**src/rtl/hdmi_cfg_seq.sv**
```systemverilog
// hdmi_cfg_seq
// Walks a configuration LUT and writes each entry to an HDMI transmitter over
// an external I2C write master. After a start pulse it waits a power-up delay,
// then for each LUT index it fetches {dev_addr, reg_addr, reg_data}, raises a
// write request, and advances on a clean ack. A failed transfer is retried up
// to RETRY_MAX times before the sequence stops in FAIL. An all-ones LUT word
// ends the sequence early.
//
// Ports
//   clk                clock, rising edge
//   rst_n              synchronous active-low reset
//   start              one-cycle pulse, accepted in IDLE/DONE/FAIL
//   lut_index   [9:0]  LUT address
//   lut_data    [31:0] LUT word {dev_addr[31:24], reg_addr[23:8], reg_data[7:0]}
//   i2c_write_req      write request level, held until ack
//   i2c_slave_addr [7:0], i2c_reg_addr [15:0], i2c_reg_data [7:0]
//                      transfer fields, stable while i2c_write_req is high
//   i2c_addr_2byte     register address width select (ADDR_2BYTE)
//   i2c_write_req_ack  one-cycle completion pulse from the master
//   i2c_error          qualifies the ack: 1 = NACK / bus error
//   busy, done, error  status decoded from the state
//
// state   | meaning
// --------+-----------------------------------------------------------
// S_IDLE  | waiting for start after reset
// S_WAIT  | power-up delay, counts up to DELAY_CYCLES
// S_FETCH | sample lut_data, detect end marker, load transfer fields
// S_REQ   | write request raised, waiting for the master's ack
// S_NEXT  | entry written, step to next index or finish
// S_DONE  | all entries written (sticky until start)
// S_FAIL  | retries exhausted, lut_index holds failing entry (sticky)

module hdmi_cfg_seq #(
  parameter int          LUT_NUM      = 6,
  parameter logic [15:0] DELAY_CYCLES = 16'd1000,
  parameter int          RETRY_MAX    = 3,
  parameter bit          ADDR_2BYTE   = 1'b0
) (
  input  logic        clk,
  input  logic        rst_n,
  input  logic        start,
  output logic [9:0]  lut_index,
  input  logic [31:0] lut_data,
  output logic        i2c_write_req,
  output logic [7:0]  i2c_slave_addr,
  output logic [15:0] i2c_reg_addr,
  output logic [7:0]  i2c_reg_data,
  output logic        i2c_addr_2byte,
  input  logic        i2c_write_req_ack,
  input  logic        i2c_error,
  output logic        busy,
  output logic        done,
  output logic        error
);

  localparam logic [2:0] S_IDLE  = 3'd0;
  localparam logic [2:0] S_WAIT  = 3'd1;
  localparam logic [2:0] S_FETCH = 3'd2;
  localparam logic [2:0] S_REQ   = 3'd3;
  localparam logic [2:0] S_NEXT  = 3'd4;
  localparam logic [2:0] S_DONE  = 3'd5;
  localparam logic [2:0] S_FAIL  = 3'd6;

  localparam logic [9:0]  LAST_INDEX = 10'(LUT_NUM - 1);
  localparam logic [2:0]  RETRY_LIM  = 3'(RETRY_MAX);
  localparam logic [31:0] END_MARKER = 32'hFFFF_FFFF;

  logic [2:0]  state;
  logic [15:0] delay_cnt;
  logic [2:0]  retry_cnt;

  always_ff @(posedge clk) begin
    if (!rst_n) begin
      state          <= S_IDLE;
      lut_index      <= 10'd0;
      delay_cnt      <= 16'd0;
      retry_cnt      <= 3'd0;
      i2c_write_req  <= 1'b0;
      i2c_slave_addr <= 8'd0;
      i2c_reg_addr   <= 16'd0;
      i2c_reg_data   <= 8'd0;
    end else begin
      case (state)
        S_IDLE, S_DONE, S_FAIL: begin
          if (start) begin
            state     <= S_WAIT;
            lut_index <= 10'd0;
            delay_cnt <= 16'd0;
            retry_cnt <= 3'd0;
          end
        end

        // Counter stops at DELAY_CYCLES, so WAIT lasts DELAY_CYCLES+1 cycles.
        S_WAIT: begin
          if (delay_cnt == DELAY_CYCLES) begin
            state <= S_FETCH;
          end else begin
            delay_cnt <= delay_cnt + 16'd1;
          end
        end

        // Request is raised here so it is already high in the first REQ cycle.
        S_FETCH: begin
          if (lut_data == END_MARKER) begin
            state <= S_DONE;
          end else begin
            i2c_slave_addr <= lut_data[31:24];
            i2c_reg_addr   <= lut_data[23:8];
            i2c_reg_data   <= lut_data[7:0];
            i2c_write_req  <= 1'b1;
            state          <= S_REQ;
          end
        end

        S_REQ: begin
          if (i2c_write_req_ack) begin
            i2c_write_req <= 1'b0;
            if (!i2c_error) begin
              retry_cnt <= 3'd0;
              state     <= S_NEXT;
            end else if (retry_cnt < RETRY_LIM) begin
              // Re-fetch the same index; this gives the one-cycle request gap.
              retry_cnt <= retry_cnt + 3'd1;
              state     <= S_FETCH;
            end else begin
              state <= S_FAIL;
            end
          end
        end

        S_NEXT: begin
          if (lut_index == LAST_INDEX) begin
            state <= S_DONE;
          end else begin
            lut_index <= lut_index + 10'd1;
            state     <= S_FETCH;
          end
        end

        default: state <= S_IDLE;
      endcase
    end
  end

  assign busy           = !((state == S_IDLE) || (state == S_DONE) || (state == S_FAIL));
  assign done           = (state == S_DONE);
  assign error          = (state == S_FAIL);
  assign i2c_addr_2byte = ADDR_2BYTE;

endmodule

```
**config.mk**
```make
export PLATFORM = sky130hd
export DESIGN_NAME = hdmi_cfg_seq
export DESIGN_NICKNAME = d
export VERILOG_FILES = /design/src/rtl/hdmi_cfg_seq.sv
export SDC_FILE = /design/constraint.sdc
export NUM_CORES = 1
export LEC_CHECK = 0
export ABC_CLOCK_PERIOD_IN_PS = 5400
export CORE_ASPECT_RATIO = 1.25
export CORE_MARGIN = 2
export CORE_UTILIZATION = 52
export DETAILED_ROUTE_END_ITERATION = 7
export GPL_TIMING_DRIVEN = 0
export PLACE_DENSITY = 0.92
export RECOVER_POWER = 25
export SYNTH_ARGS = -nofsm -noshare
export SYNTH_HDL_FRONTEND = slang
export SYNTH_SLANG_ARGS = --single-unit
```
**constraint.sdc**
```tcl
create_clock -name clk -period 5.4 [get_ports clk]
set_clock_uncertainty 0.1 [all_clocks]
set_input_delay 0.54 -clock clk [delete_from_list [all_inputs] [get_ports clk]]
set_output_delay 0.54 -clock clk [all_outputs]
set_load 0.02 [all_outputs]
```
Yosys cells after proc, flatten, opt, wreduce, memory -nomap -nowiden
Index checks and enable logic that the tools add are counted.
{"block": "op_classes", "add_sub_neg": 3, "n_lt_le_gt_ge": 1, "eq_ne": 16, "muxes": 22, "bitwise_logic": 1, "reduce_logical": 15}
{"cell": "3-bit 2-to-1 mux", "count": 11}
{"cell": "32-bit == test, second input constant", "count": 1}
{"cell": "16-bit 2-to-1 mux", "count": 2}
{"cell": "16-bit one-hot mux with 2 select lines", "count": 1}
{"cell": "10-bit 2-to-1 mux", "count": 2}
{"cell": "10-bit one-hot mux with 2 select lines", "count": 1}
{"cell": "16-bit by 1-bit adder with 16-bit output, second input constant", "count": 1}
{"cell": "16-bit by 10-bit == test with 1-bit output, second input constant", "count": 1}
{"cell": "3-bit one-hot mux with 5 select lines", "count": 1}
{"cell": "2-bit inequality test, second input constant", "count": 6}
{"cell": "3-bit AND reduction", "count": 4}
{"cell": "10-bit by 1-bit adder with 10-bit output, second input constant", "count": 1}
{"cell": "10-bit by 3-bit == test with 1-bit output, second input constant", "count": 1}
{"cell": "3-bit == test, second input constant", "count": 3}
{"cell": "2-bit nonzero test", "count": 4}
{"cell": "3-bit by 2-bit == test with 1-bit output, second input constant", "count": 2}
{"cell": "3-bit one-hot mux with 2 select lines", "count": 1}
{"cell": "4-bit AND reduction", "count": 1}
{"cell": "3-bit by 1-bit adder with 3-bit output, second input constant", "count": 1}
{"cell": "3-bit by 1-bit == test with 1-bit output, second input constant", "count": 1}
{"cell": "3-bit logical NOT", "count": 1}
{"cell": "3-bit by 2-bit < comparator with 1-bit output, second input constant", "count": 1}
{"cell": "3-bit inequality test, second input constant", "count": 1}
{"cell": "3-bit OR reduction", "count": 1}
{"cell": "other kinds (6)", "count": 8}
{"block": "totals", "regBits": 65, "out_inout_bits": 47, "word_cells": 66}

Depth between registers and ports, before layout
Gate-level depths: netlist of run 1.
{"block": "logic_depth", "word_depth": 5, "depth_mapped": 8, "depth_no_buf": 7}

Worst setup path before layout of run 1
OpenSTA, ideal clock, no wires.
{"block": "synth_path", "path_type": "register to register", "start": "register state[1]", "end": "register retry_cnt[0]", "arrival_time_ps": 1665, "slack_ps": 3565, "path_stages_with_launch": 6, "synth_period_minus_slack_ps": 1835, "path_cell_list": "dfxtp_1 > xor2_1 > o21a_1 > a221o_1 > or3b_1 > a21oi_1"}
{"block": "synth_between", "elab_chain_len": 4, "word_cells_on_any_way": 11, "classes_between": "6 x eq/ne; 1 x mux; 4 x reduce/logical"}
{"item": "from (decl)", "line_no": "68", "rtl": "logic [2:0] state;"}
{"item": "from (signal assigned)", "line_no": "74", "rtl": "state <= S_IDLE;"}
{"item": "from (signal assigned)", "line_no": "86", "rtl": "state <= S_WAIT;"}
{"item": "from (signal assigned)", "line_no": "96", "rtl": "state <= S_FETCH;"}
{"item": "3-bit == test or 3-bit logical NOT (tied branches)", "line_no": "83", "rtl": "case (state)"}
{"item": "3-bit OR reduction", "line_no": "83"}
{"item": "2-bit inequality test (no line) or 2-bit nonzero test (tied branches)"}
{"item": "4-bit AND reduction (no line)"}
{"item": "to (signal assigned)", "line_no": "123", "rtl": "retry_cnt <= retry_cnt + 3'd1;"}
{"item": "to (decl)", "line_no": "70", "rtl": "logic [2:0] retry_cnt;"}
Several ways; a longest one is shown, not always the timed one.
A chain may end at the register's enable or synchronous reset.

Final worst setup path of run 1
{"block": "layout_path", "start": "register state[1]", "end": "output busy"}
{"block": "layout_between", "elab_chain_len": 4, "word_cells_on_any_way": 6, "classes_between": "2 x eq/ne; 4 x reduce/logical"}
{"item": "3-bit == test or 3-bit logical NOT (tied branches)", "line_no": "145", "rtl": "assign busy = !((state == S_IDLE) || (state == S_DONE) || (state == S_FAIL));"}
{"item": "1-bit logical OR", "line_no": "145"}
{"item": "1-bit logical OR *", "line_no": "145"}
{"item": "1-bit logical NOT *", "line_no": "145"}
{"item": "to (decl)", "line_no": "51", "rtl": "output logic busy,"}
Every way passes the cells marked *; elsewhere a longest branch is shown, timed or not.

==> results.json, run 1 <==
{
  "syn_avg_cell_area_um2": 8.20,
  "routabilityCongestion": 0.908,
  "max-slew-margin-rel": 0.581,
  "synth_most_common_cell": "dfxtp_1",
  "vias_per_cell": 6.06,
  "grt_pass1_wl_mm": 14.0,
  "finalMaxSlewViolations": 0,
  "post_cts_buffers": 0,
  "grt_pass1_vias": 3096,
  "yosysTopAreaCellShare": 0.420,
  "synth_ff_type": "dfxtp_1",
  "cts_sinks": 65,
  "drc": 0,
  "yosysSeqAreaShare": 0.420,
  "clkTransAtPathRegs_ps": 70,
  "ant_nets": 0,
  "overflow": 0,
  "vias": 3286,
  "top_level_ports": 84,
  "cts_tree": "built",
  "fin_nets": 513,
  "routed_wirelength_mm": 8.60,
  "async_flop_share": 0,
  "path_class": "reg -> out",
  "initial_utilization": 0.536,
  "fin_area_um2": 4210,
  "cp.arrival_ps": 2000,
  "start_kind": "register",
  "drt-initial-drc-count": 158,
  "required_ps": 4760,
  "insertion_delay_ps": 350,
  "endpoint_kind": "primary output",
  "synth_top_area_cell": "dfxtp_1",
  "syn_area_um2": 3100,
  "htreeDepth": 3,
  "die_w_um": 73.1,
  "dpl_cell_area_um2": 4000,
  "status": "completed",
  "ys_top_cells_by_area": "dfxtp_1, a21oi_1, nand3_1",
  "antennaDiodeCount": 0,
  "tightest_slew_ps": 627,
  "fmax_mhz": 379,
  "period_needed_ps": 2640,
  "power.share.combinational": 0.326,
  "setup_tns_ps": 0,
  "ys_ff_latch": 65,
  "power.internal_mw": 0.979,
  "io_buffers": 82,
  "ys_warn_count": 0,
  "grt_max_degree": 11,
  "area_delta_synth_final_pct": 35.8,
  "layout-drive-gt1-share": 0.0609,
  "cellPowerDensity_nw_per_um2": 351,
  "hpwl_mm": 6.24,
  "leakage_nw": 1.50,
  "holdBufCountCts": 0,
  "utilization": 0.729,
  "cts_root_buffer": "clkbuf_8",
  "synth_enable_flop_cells": 0,
  "netlist_top_cells_count": "dfxtp_1, a21oi_1, nand3_1",
  "p_total_mw": 1.48,
  "cts_buffers": 9,
  "dpl_worst_slack_ps": 2580,
  "p_sw_mw": 0.498,
  "syn_nets": 420,
  "p_seq_frac": 0.384,
  "clock_path_buffers": 2,
  "peakVddDrop_mv": 0.253,
  "cts_resized": 0,
  "rsz0062_at_grt": "false",
  "firstDrtPassIters": 5,
  "wl_per_cell_um": 15.9,
  "setup_viol": 0,
  "fin_ws_ps": 2760,
  "hold_viol_final": 0,
  "syn_inst": 378,
  "die_area_um2": 6600,
  "switching_share": 0.337,
  "hold_class": "reg -> reg",
  "finalCritPeriodShare": 0.489,
  "drv_cap": 0,
  "rows": 31,
  "grt_use_total": 0.265,
  "fp.dieH_um": 90.3,
  "worstPathMaxFanout": 7,
  "ys_types": 57,
  "pwr-share-clk": 0.291,
  "coreArea_um2": 5780,
  "antenna_found_initial": 0
}
layer usage:
layer | share of wire | vias to the layer above | global-route usage
li1 | - | 1568 | -
met1 | 0.40 | 1572 | 0.310
met2 | 0.51 | 124 | 0.451
met3 | 0.069 | 22 | 0.0804
met4 | 0.023 | 0 | 0.0864
met5 | 0 | - | 0
state kept, by name, summed over array words and instances (netlist names):
register        flops
delay_cnt          16
i2c_reg_addr       16
lut_index          10
i2c_reg_data        8
i2c_slave_addr      8
retry_cnt           3
state               3
i2c_write_req       1
layout make-up:
cell class                 count  area (um^2)
tap                           66         82.6
buffer                        24          105
clock buffer                  14          173
clock inverter                 2         35.0
timing repair buffer          82          821
fill                         454         1570
sequential                    65         1300
inverter                       9         33.8
multi-input combinational    280         1660
through the flow:
stage | hold WS [ps] | instances
6_report | 369 | 542
3_5_place_dp | 366 | 526
2_1_floorplan | 355 | 378
4_1_cts | 376 | 542
5_1_grt | 399 | 542
3_3_place_gp | 360 | 526
cell families after synthesis:
family                     Yosys count  synth area share
and+or+nand+nor                    147             0.260
AOI/OAI and AO/OA                  110             0.204
DFF                                 65             0.420
buffers and inverters               33            0.0448
xor gates and xnor gates            12            0.0339
adders and majority gates            5            0.0202
muxes                                5            0.0166
other                                1           0.00121
cell usage in the layout (no fill, tap or decap), types with 2 or more instances in the layout:
| master | instances |
|---|---|
| nand2b_1 | 6 |
| dfxtp_1 | 65 |
| buf_2 | 3 |
| or3_1 | 11 |
| mux2i_1 | 4 |
| o22ai_1 | 2 |
| o21ai_1 | 2 |
| o21a_1 | 2 |
| clkbuf_1 | 21 |
| or4_1 | 2 |
| nor4_1 | 2 |
| xnor2_1 | 2 |
| a21oi_1 | 46 |
| clkbuf_8 | 12 |
| nand4_1 | 16 |
| ha_1 | 5 |
| nor2_1 | 23 |
| o2111ai_1 | 2 |
| and3_1 | 5 |
| nand3_1 | 44 |
| inv_1 | 9 |
| o21ai_0 | 41 |
| o211ai_1 | 2 |
| nor3_1 | 3 |
| nand2_1 | 18 |
| a31oi_1 | 2 |
| clkdlybuf4s50_1 | 57 |
| xor2_1 | 10 |
| dlygate4sd3_1 | 25 |
| nor3b_1 | 2 |
critical path, cell delays in order (launching register included):
cell and delay [ps]:
dfxtp_1 450, xor2_1 310, o21a_1 240, clkdlybuf4s50_1 650
final timing paths:
path / startpoint / end / slack, ps / cells past startpoint
worst min register to register: i2c_reg_addr[1] / i2c_reg_addr[1] / 370 / 2
worst max register to register: delay_cnt[0] / delay_cnt[1] / 3170 / 8
worst min-delay path: i2c_reg_addr[1] / i2c_reg_addr[1] / 370 / 2
worst max-delay path: state[1] / busy / 2760 / 3
power by group through the flow:
stage	Combinational (mW)	Sequential (mW)	Clock [mW]
global route	0.518	0.573	0.460
global placement	0.469	0.575	0
floorplan	0.243	0.622	0
CTS	0.488	0.567	0.435
finish	0.481	0.567	0.429
detailed placement	0.483	0.578	0
Power figures use the tool's default switching activity.
==> inputs of run 2 (changes only) <==
Settings changed: ABC_CLOCK_PERIOD_IN_PS 5400 to 2650, CORE_UTILIZATION 52 to 48, PLACE_DENSITY 0.92 to 0.87.
Clock period 5.4 ns to 2.65 ns, I/O delays scaled along.
==> run 2 against run 1 <==
Count of clock-buffer cells in the layout decreased by 5. Critical path depth did not move. Sequential cell count unchanged. Cell area increased by 0.27%. Hold slack improved by 8.6 ps. Total power increased by 100%. Global-route usage is 2.4 points lower. Combinational power rose by 100%. Critical endpoint unchanged.
==> results.json, run 2 (synthesized netlist as in run 1, its figures left out) <==
{
  "status": "completed",
  "initial_utilization": 0.499,
  "finalMaxSlewViolations": 0,
  "cts_root_buffer": "clkbuf_8",
  "grt_pass1_wl_mm": 13.5,
  "crit_slowest_cell": "clkdlybuf4s50_1",
  "setup_tns_ps": 0,
  "required_ps": 2290,
  "coreArea_um2": 6210,
  "mostFrequentLayoutCells": "dfxtp_1, clkdlybuf4s50_1, a21oi_1",
  "drv_cap": 0,
  "tightest_slew_ps": 630,
  "routabilityCongestion": 0.843,
  "clock_path_buffers": 2,
  "top_level_ports": 84,
  "hpwl_mm": 6.26,
  "layout-drive-gt1-share": 0.0651,
  "antennaDiodeCount": 0,
  "io_buffers": 82,
  "crit_family": "buffers and inverters",
  "drt-initial-drc-count": 186,
  "setup_viol": 0,
  "ant_nets": 0,
  "grt_use_total": 0.241,
  "rsz0062_at_grt": "false",
  "fin_nets": 513,
  "htreeDepth": 3,
  "endpoint_kind": "primary output",
  "cellPowerDensity_nw_per_um2": 699,
  "overflow": 0,
  "critPathMaxStageDelay_ps": 660,
  "area_delta_synth_final_pct": 36.2,
  "cts_tree": "built",
  "insertion_delay_ps": 340,
  "worstPathMaxFanout": 7,
  "leakage_nw": 1.50,
  "crit_chain": "xor2_1, o21a_1, clkdlybuf4s50_1",
  "max-slew-margin-rel": 0.579,
  "hold_viol_final": 0,
  "utilization": 0.680,
  "final_common_cell": "dfxtp_1",
  "reg_top3": "delay_cnt (16), i2c_reg_addr (16), lut_index (10)",
  "vias": 3258,
  "cts_resized": 0,
  "fmax_mhz": 422,
  "routed_wirelength_mm": 8.52,
  "antenna_found_initial": 0,
  "critPathBufInv": 1,
  "peakVddDrop_mv": 0.481,
  "die_area_um2": 7120,
  "post_cts_buffers": 0,
  "cts_sinks": 65,
  "grt_max_degree": 13,
  "start_kind": "register",
  "wl_per_cell_um": 15.2,
  "firstDrtPassIters": 5,
  "hold_class": "reg -> reg",
  "cts_buffers": 9,
  "fp.dieH_um": 93.8,
  "grt_pass1_vias": 2965,
  "path_class": "reg -> out",
  "finalCritPeriodShare": 0.895,
  "drc": 0,
  "clkTransAtPathRegs_ps": 80,
  "rows": 32,
  "period_needed_ps": 2370,
  "holdBufCountCts": 0,
  "die_w_um": 75.9,
  "vias_per_cell": 5.81,
  "cp.arrival_ps": 2010
}
==> run 2: cell count changes in the layout (fill, tap and decap cells not counted) <==
cell / delta
clkbuf_1: -2
clkbuf_8: -3
clkdlybuf4s50_1: -2
clkinv_2: +1
clkinv_4: +1
clkinvlp_4: +3
dlygate4sd3_1: +2
==> run 2: worst paths after layout <==
kind	start	end	slack (ps)	cells past startpoint
max	state[1]	busy	280	3
min	i2c_slave_addr[7]	i2c_slave_addr[7]	380	2
max reg2reg	delay_cnt[0]	delay_cnt[1]	460	8
min reg2reg	i2c_slave_addr[7]	i2c_slave_addr[7]	380	2
==> run 2: per-layer routing <==
| layer | track usage | up-vias | part of all wire |
|---|---|---|---|
| met3 | 0.0472 | 13 | 0.077 |
| met2 | 0.416 | 151 | 0.50 |
| met5 | 0 | - | 0 |
| met4 | 0.0892 | 0 | 0.015 |
| met1 | 0.287 | 1529 | 0.41 |
| li1 | - | 1565 | - |
==> run 2: worst min-delay path: stages (launching register included) <==
cell,delay (ps)
dfxtp_1,310
o21ai_0,60
a21oi_1,60
==> run 2: per-stage QoR <==
step                hold WS (ps)  std cells  worst slack [ps]  instance area, um^2  total power, mW
finish                       378        561               278                 4220             2.95
global route                 399        561               204                 4220             3.09
CTS                          377        561               302                 4220             2.98
detailed placement           368        545               169                 4030             2.16
global placement             360        545               178                 4030             2.13
floorplan                    312        378               815                 3100             1.76
==> run 2: area by class of cell <==
class,count,area [um^2]
Inverter,9,33.8
Clock inverter,7,71.3
Tap cell,85,106
Fill cell,482,1980
Buffer,24,105
Sequential cell,65,1300
Clock buffer,9,124
Timing Repair Buffer,82,821
Multi-Input combinational cell,280,1660
==> run 2: where the power goes <==
group | internal (mW) | switching (mW)
combinational | 0.398 | 0.578
sequential | 1.09 | 0.0698
clock | 0.432 | 0.389
==> variant 1 (settings of run 2) <==
Reset style: asynchronous (`rst_n`), changed in one clocked block. Comments in the files are not updated.
--- a/src/rtl/hdmi_cfg_seq.sv
+++ b/src/rtl/hdmi_cfg_seq.sv
@@ -71,3 +71,3 @@
 
-  always_ff @(posedge clk) begin
+  always_ff @(posedge clk or negedge rst_n) begin
     if (!rst_n) begin
Behaviour: differs if rst_n is asserted again (counterexample within 4 cycles, from zero or initial values and one cycle with rst_n low); with rst_n held inactive, the same outputs for 10 cycles.
==> variant 1 against run 2 <==
Worst setup slack worse by 0.044 ns. Critical path type unchanged. Sequential cell count stayed put. Design area increased by 2.9%. Critical path depth rose by 1. Die area grew 3.4%. Sequential share of layout area up 6.6 points. Routed wire length decreased by 5.7%. Synthesized area up 3.6%. Global-route usage is 1.2 points lower.
Power is not compared: it rests on default switching activity, and its combinational part moved more than twofold at a synthesized area within 25%.
==> variant 1: results (changes against run 2) <==
| Metric | Value |
|---|---|
| Compound-Gate Fraction of Synth Area | `0.1053 (-0.09861)` |
| Cell depth of the worst min-delay path | `1 (-1)` |
| Proportion of synthesized area in mux cells | `0.1123 (+0.09573)` |
| First-pass GRT wire length | `13190 um (-2.1%)` |
| Met1 routed wirelength after detailed routing | `3411 um (-1.4%)` |
| Cell types with the largest area share after synthesis | `dfrtp_1, mux2_2, xor2_1` |
| Worst-Margin Slew | `0.9351 ns (+0.3055 ns)` |
| Met3 capacity usage during global routing | `0.04924 (+0.002032)` |
| Fraction of the mapped netlist area in adder cells | `0.01949 (-0.0006925)` |
| Source of the critical timing path | `state[2]$_DFFE_PN0P_` |
| Wire per inst | `16.74 um (+10%)` |
| 1st-pass router iterations | `6 (+1)` |
| Reg2Reg Capture Point | `delay_cnt[4]$_DFFE_PN0P_` |
| Worst hold margin | `0.4059 ns (+0.02786 ns)` |
| Vias after detailed routing | `2764 (-15%)` |
| Routed length on met2 | `3958 um (-7.4%)` |
| Worst r2r src | `delay_cnt[0]$_DFFE_PN0P_` |
| Clock-pin slew reported for the worst setup and hold paths after clock tree synthesis | `0.06 ns (-0.02 ns)` |
| Vias in the first global route | `2691 (-9.2%)` |
| Number of nets in the layout | `431 (-16%)` |
| XOR/XNOR Fraction of Synth Area | `0.04055 (+0.006634)` |
| Largest net degree at the start of global routing | `39 (+26)` |
| Netlist cell types | `48 (-16%)` |
| Net count after synthesis | `336 (-20%)` |
| Fraction of met1 tracks used by global routing | `0.2912 (+0.004550)` |
| Result of the run | `complete, no violations` |
| Number of hold-repair buffers added at the cts stage | `1 (+1)` |
| Worst path arrival time | `2.05 ns (+0.04 ns)` |
| Ratio of cells with drive above 1 in the final layout | `0.1705 (+0.1054)` |
| Kind of cell with the highest combined delay on the critical path | `buffers and inverters` |
| Routed met3 length | `557 um (-15%)` |
| Most frequently used flop master after synthesis | `dfrtp_1` |
| Global-route usage over all layers | `0.2286 (-0.01210)` |
| Share of flip-flops with an asynchronous set or reset | `1.000 (+1.000)` |
| Start point of the worst hold path | `i2c_reg_data[6]$_DFFE_PN0P_` |
| Final weighted congestion of routability-driven global placement | `0.8325 (-1.2%)` |
| Critical-path maximum fanout | `10 (+3)` |
| Register area share after synthesis | `0.5068 (+0.08696)` |
| DRT iter0 DRCs | `143 (-23%)` |
| Half-perimeter wire length after placement | `6058 um (-3.2%)` |
| Sink of the worst hold path | `i2c_reg_data[6]$_DFFE_PN0P_` |
| Highest cell delay on the worst timing path | `0.66 ns (about the same)` |
variant 1: cell types whose count changed after synthesis, sizes merged, moves of 4 or more:
cell,before,now
a21oi,47,13
xor2,10,14
nand3,44,11
clkbuf,19,2
buf,5,11
or3,11,3
dfrtp,0,65
o21ai,43,14
mux2i,4,0
dfxtp,65,0
mux2,1,32
variant 1: metrics by stage:
step | cell area (sq um) | worst slack, ns | cells
floorplan | 3209 | 0.6963 | 294
detailed placement | 4154 | 0.01409 | 464
finish | 4344 | 0.2333 | 480
global placement | 4139 | -0.8054 | 463
global route | 4344 | 0.1437 | 480
CTS | 4359 | 0.2420 | 480
variant 1: area by class of cell:
class	count	area (sq um)
Tap cell	87	108.9
Clock buffer	12	155.1
Fill cell	500	2180
Inverter	7	26.28
Timing Repair Buffer	84	830.8
Multi-Input combinational cell	209	1486
Sequential cell	65	1627
Clock inverter	3	40.04
Buffer	13	70.07
==> variant 2 (flow settings as in run 2) <==
Made on the original files. `DELAY_CYCLES`: 16'd1000 -> 16'd512.
--- a/src/rtl/hdmi_cfg_seq.sv
+++ b/src/rtl/hdmi_cfg_seq.sv
@@ -34,3 +34,3 @@
   parameter int          LUT_NUM      = 6,
-  parameter logic [15:0] DELAY_CYCLES = 16'd1000,
+  parameter logic [15:0] DELAY_CYCLES = 16'd512,
   parameter int          RETRY_MAX    = 3,
Behaviour: no difference found for any inputs over 10 cycles, from zero or initial values and one cycle with rst_n low; that may be too few to reach the edited logic, so the function may still have changed.
==> variant 2 against run 2 <==
Count of clock-buffer cells in the layout rose by 3. Sequential cell count did not move. Synthesized area grew 4.0%. Total power up 8.9%. Routed wire length is 5.2% lower. Register-to-register slack got worse by 0.15 ns. Critical endpoint is now delay_cnt[1]$_SDFFE_PN0P_. Design area is 3.0% higher. Worst setup slack improved by 0.036 ns.
==> variant 2: results (changes against run 2) <==
| Metric | Value |
|---|---|
| Result of the run | `complete, no violations` |
| Post-Route WL | `8076 um (-5.2%)` |
| Register area share after synthesis | `0.4039 (-0.01598)` |
| Number of setup buffers added after CTS | `0 (unchanged)` |
| Worst hold margin | `0.3944 ns (+0.01638 ns)` |
| Leakage | `1.544 nW (+3.2%)` |
| Clock Tree Root | `clkbuf_8` |
| Count of placed standard cells including taps | `507 (-7.0%)` |
| Largest net degree at the start of global routing | `11 (-2)` |
| Vias in the first global route | `2768 (-6.6%)` |
| Final weighted congestion of routability-driven global placement | `0.8623 (+2.4%)` |
| DRT iter0 DRCs | `111 (-40%)` |
| Clock-pin slew reported for the worst setup and hold paths after clock tree synthesis | `0.06 ns (-0.02 ns)` |
| Cell count after synthesis | `338 (-11%)` |
| Routed met3 length | `397 um (-40%)` |
| Half-perimeter wire length after placement | `5937 um (-5.1%)` |
| Global-route usage over all layers | `0.2284 (-0.01234)` |
| Number of antenna violations at the first check in global routing | `0 (unchanged)` |
| Cell types with the largest area share after synthesis | `dfxtp_1, mux2i_1, nor2b_1` |
| Ratio of cells with drive above 1 in the final layout | `0.1080 (+0.04292)` |
| Routed length on met2 | `4185 um (-2.1%)` |
| Net count after synthesis | `380 (-9.5%)` |
| Vias after detailed routing | `2851 (-12%)` |
| Most frequently used flop master after synthesis | `dfxtp_1` |
| Path type of the worst min-delay path | `register to register` |
| CTS HTree Levels | `3 (unchanged)` |
| Maximum buffer depth of the clock tree | `2 (unchanged)` |
| Ant diodes | `0 (unchanged)` |
| Number of warnings printed during yosys synthesis | `0 (unchanged)` |
| Number of nets in the layout | `473 (-7.8%)` |
| Minimum setup slack among reg-to-reg paths | `0.31 ns (-0.15 ns)` |
| Worst path arrival time | `2.47 ns (+0.46 ns)` |
| Critical-path maximum fanout | `10 (+3)` |
| TritonCTS Buffers | `9 (unchanged)` |
| 1st-pass router iterations | `5 (unchanged)` |
| Largest vdd supply drop | `0.6059 mV (+26%)` |
| First-pass GRT wire length | `13260 um (-1.5%)` |
| Int Pwr | `2.130 mW (+11%)` |
| Synth cell count leaders | `dfxtp_1, nor2b_1, mux2i_1, a21oi_1, nand2_1` |
| Netlist cell types | `55 (-3.5%)` |
| Top layer used by detailed routing | `met4` |
| Met1 routed wirelength after detailed routing | `3338 um (-3.5%)` |
| Average vias per placed instance | `5.462 (-6.0%)` |
| # resized after CTS | `0 (unchanged)` |
==> variant 2: cell types whose count changed in the layout (fill, tap and decap cells not counted), sizes merged, moves of 30 or more <==
cell   delta
nor2b    +38
o21ai    -30
mux2i    +30
nand3    -33
a21oi    -30
==> variant 2: worst max-delay path, stage by stage (launching register included) <==
cell       delay, ns
dfxtp_1         0.32
inv_1           0.09
ha_1            0.15
nor4b_1         0.36
and4_1          0.32
a2bb2oi_2       0.25
clkbuf_8        0.21
buf_4           0.17
mux2i_1         0.20
nor2_1          0.06
==> variant 2: kinds of logic (layout without fill, tap and decap cells) <==
family	Yosys count	after routing	synth area share
mux	34	34	0.1056
flops	65	65	0.4039
compound gates	58	58	0.1301
simple gates	138	138	0.2559
other cells	1	1	0.001164
xor+xnor	9	9	0.02680
fa+ha+maj	5	5	0.01942
buf+inv	28	125	0.05709
==> variant 2: power groups by stage <==
stage / clock network (mW) / logic (mW) / registers (mW)
finish: 0.837 / 1.23 / 1.15
floorplan: 0 / 0.734 / 1.26
global placement: 0 / 1.21 / 1.16
global route: 0.894 / 1.33 / 1.16
CTS: 0.846 / 1.25 / 1.15
detailed placement: 0 / 1.24 / 1.17
==> variant 2: stage by stage <==
stage               worst slack (ns)  area [sq um]    util
global route                  0.1960          4347  0.6663
floorplan                     0.7236          3222       -
detailed placement            0.2428          4151  0.6364
CTS                           0.3248          4347  0.6663
global placement              0.2677          4151  0.6364
finish                        0.3134          4347  0.6663
==> variant 2: layout make-up <==
type / instances / area [sq um]
flip-flops and latches: 65 / 1301
plain buffers: 18 / 146.4
repair buffers: 82 / 820.8
fillers: 545 / 2177
inverters: 10 / 37.54
multi-input cells: 245 / 1737
well taps: 87 / 108.9
clock inverters: 3 / 40.04
clock buffers: 12 / 155.1
==> variant 2: path summary, 6_finish.rpt <==
kind,from,endpoint,depth (start not counted)
worst min-delay path,retry_cnt[1]$_SDFFE_PN0P_,retry_cnt[1]$_SDFFE_PN0P_,2
worst max register to register,delay_cnt[0]$_SDFFE_PN0P_,delay_cnt[1]$_SDFFE_PN0P_,9
worst max-delay path,delay_cnt[0]$_SDFFE_PN0P_,delay_cnt[1]$_SDFFE_PN0P_,9
worst min register to register,retry_cnt[1]$_SDFFE_PN0P_,retry_cnt[1]$_SDFFE_PN0P_,2
==> variant 2: routing by layer <==
layer | vias to the layer above | track usage
met3 | 14 | 0.05114
met5 | - | 0
met1 | 1336 | 0.2453
li1 | 1405 | -
met2 | 96 | 0.4319
met4 | 0 | 0.09375
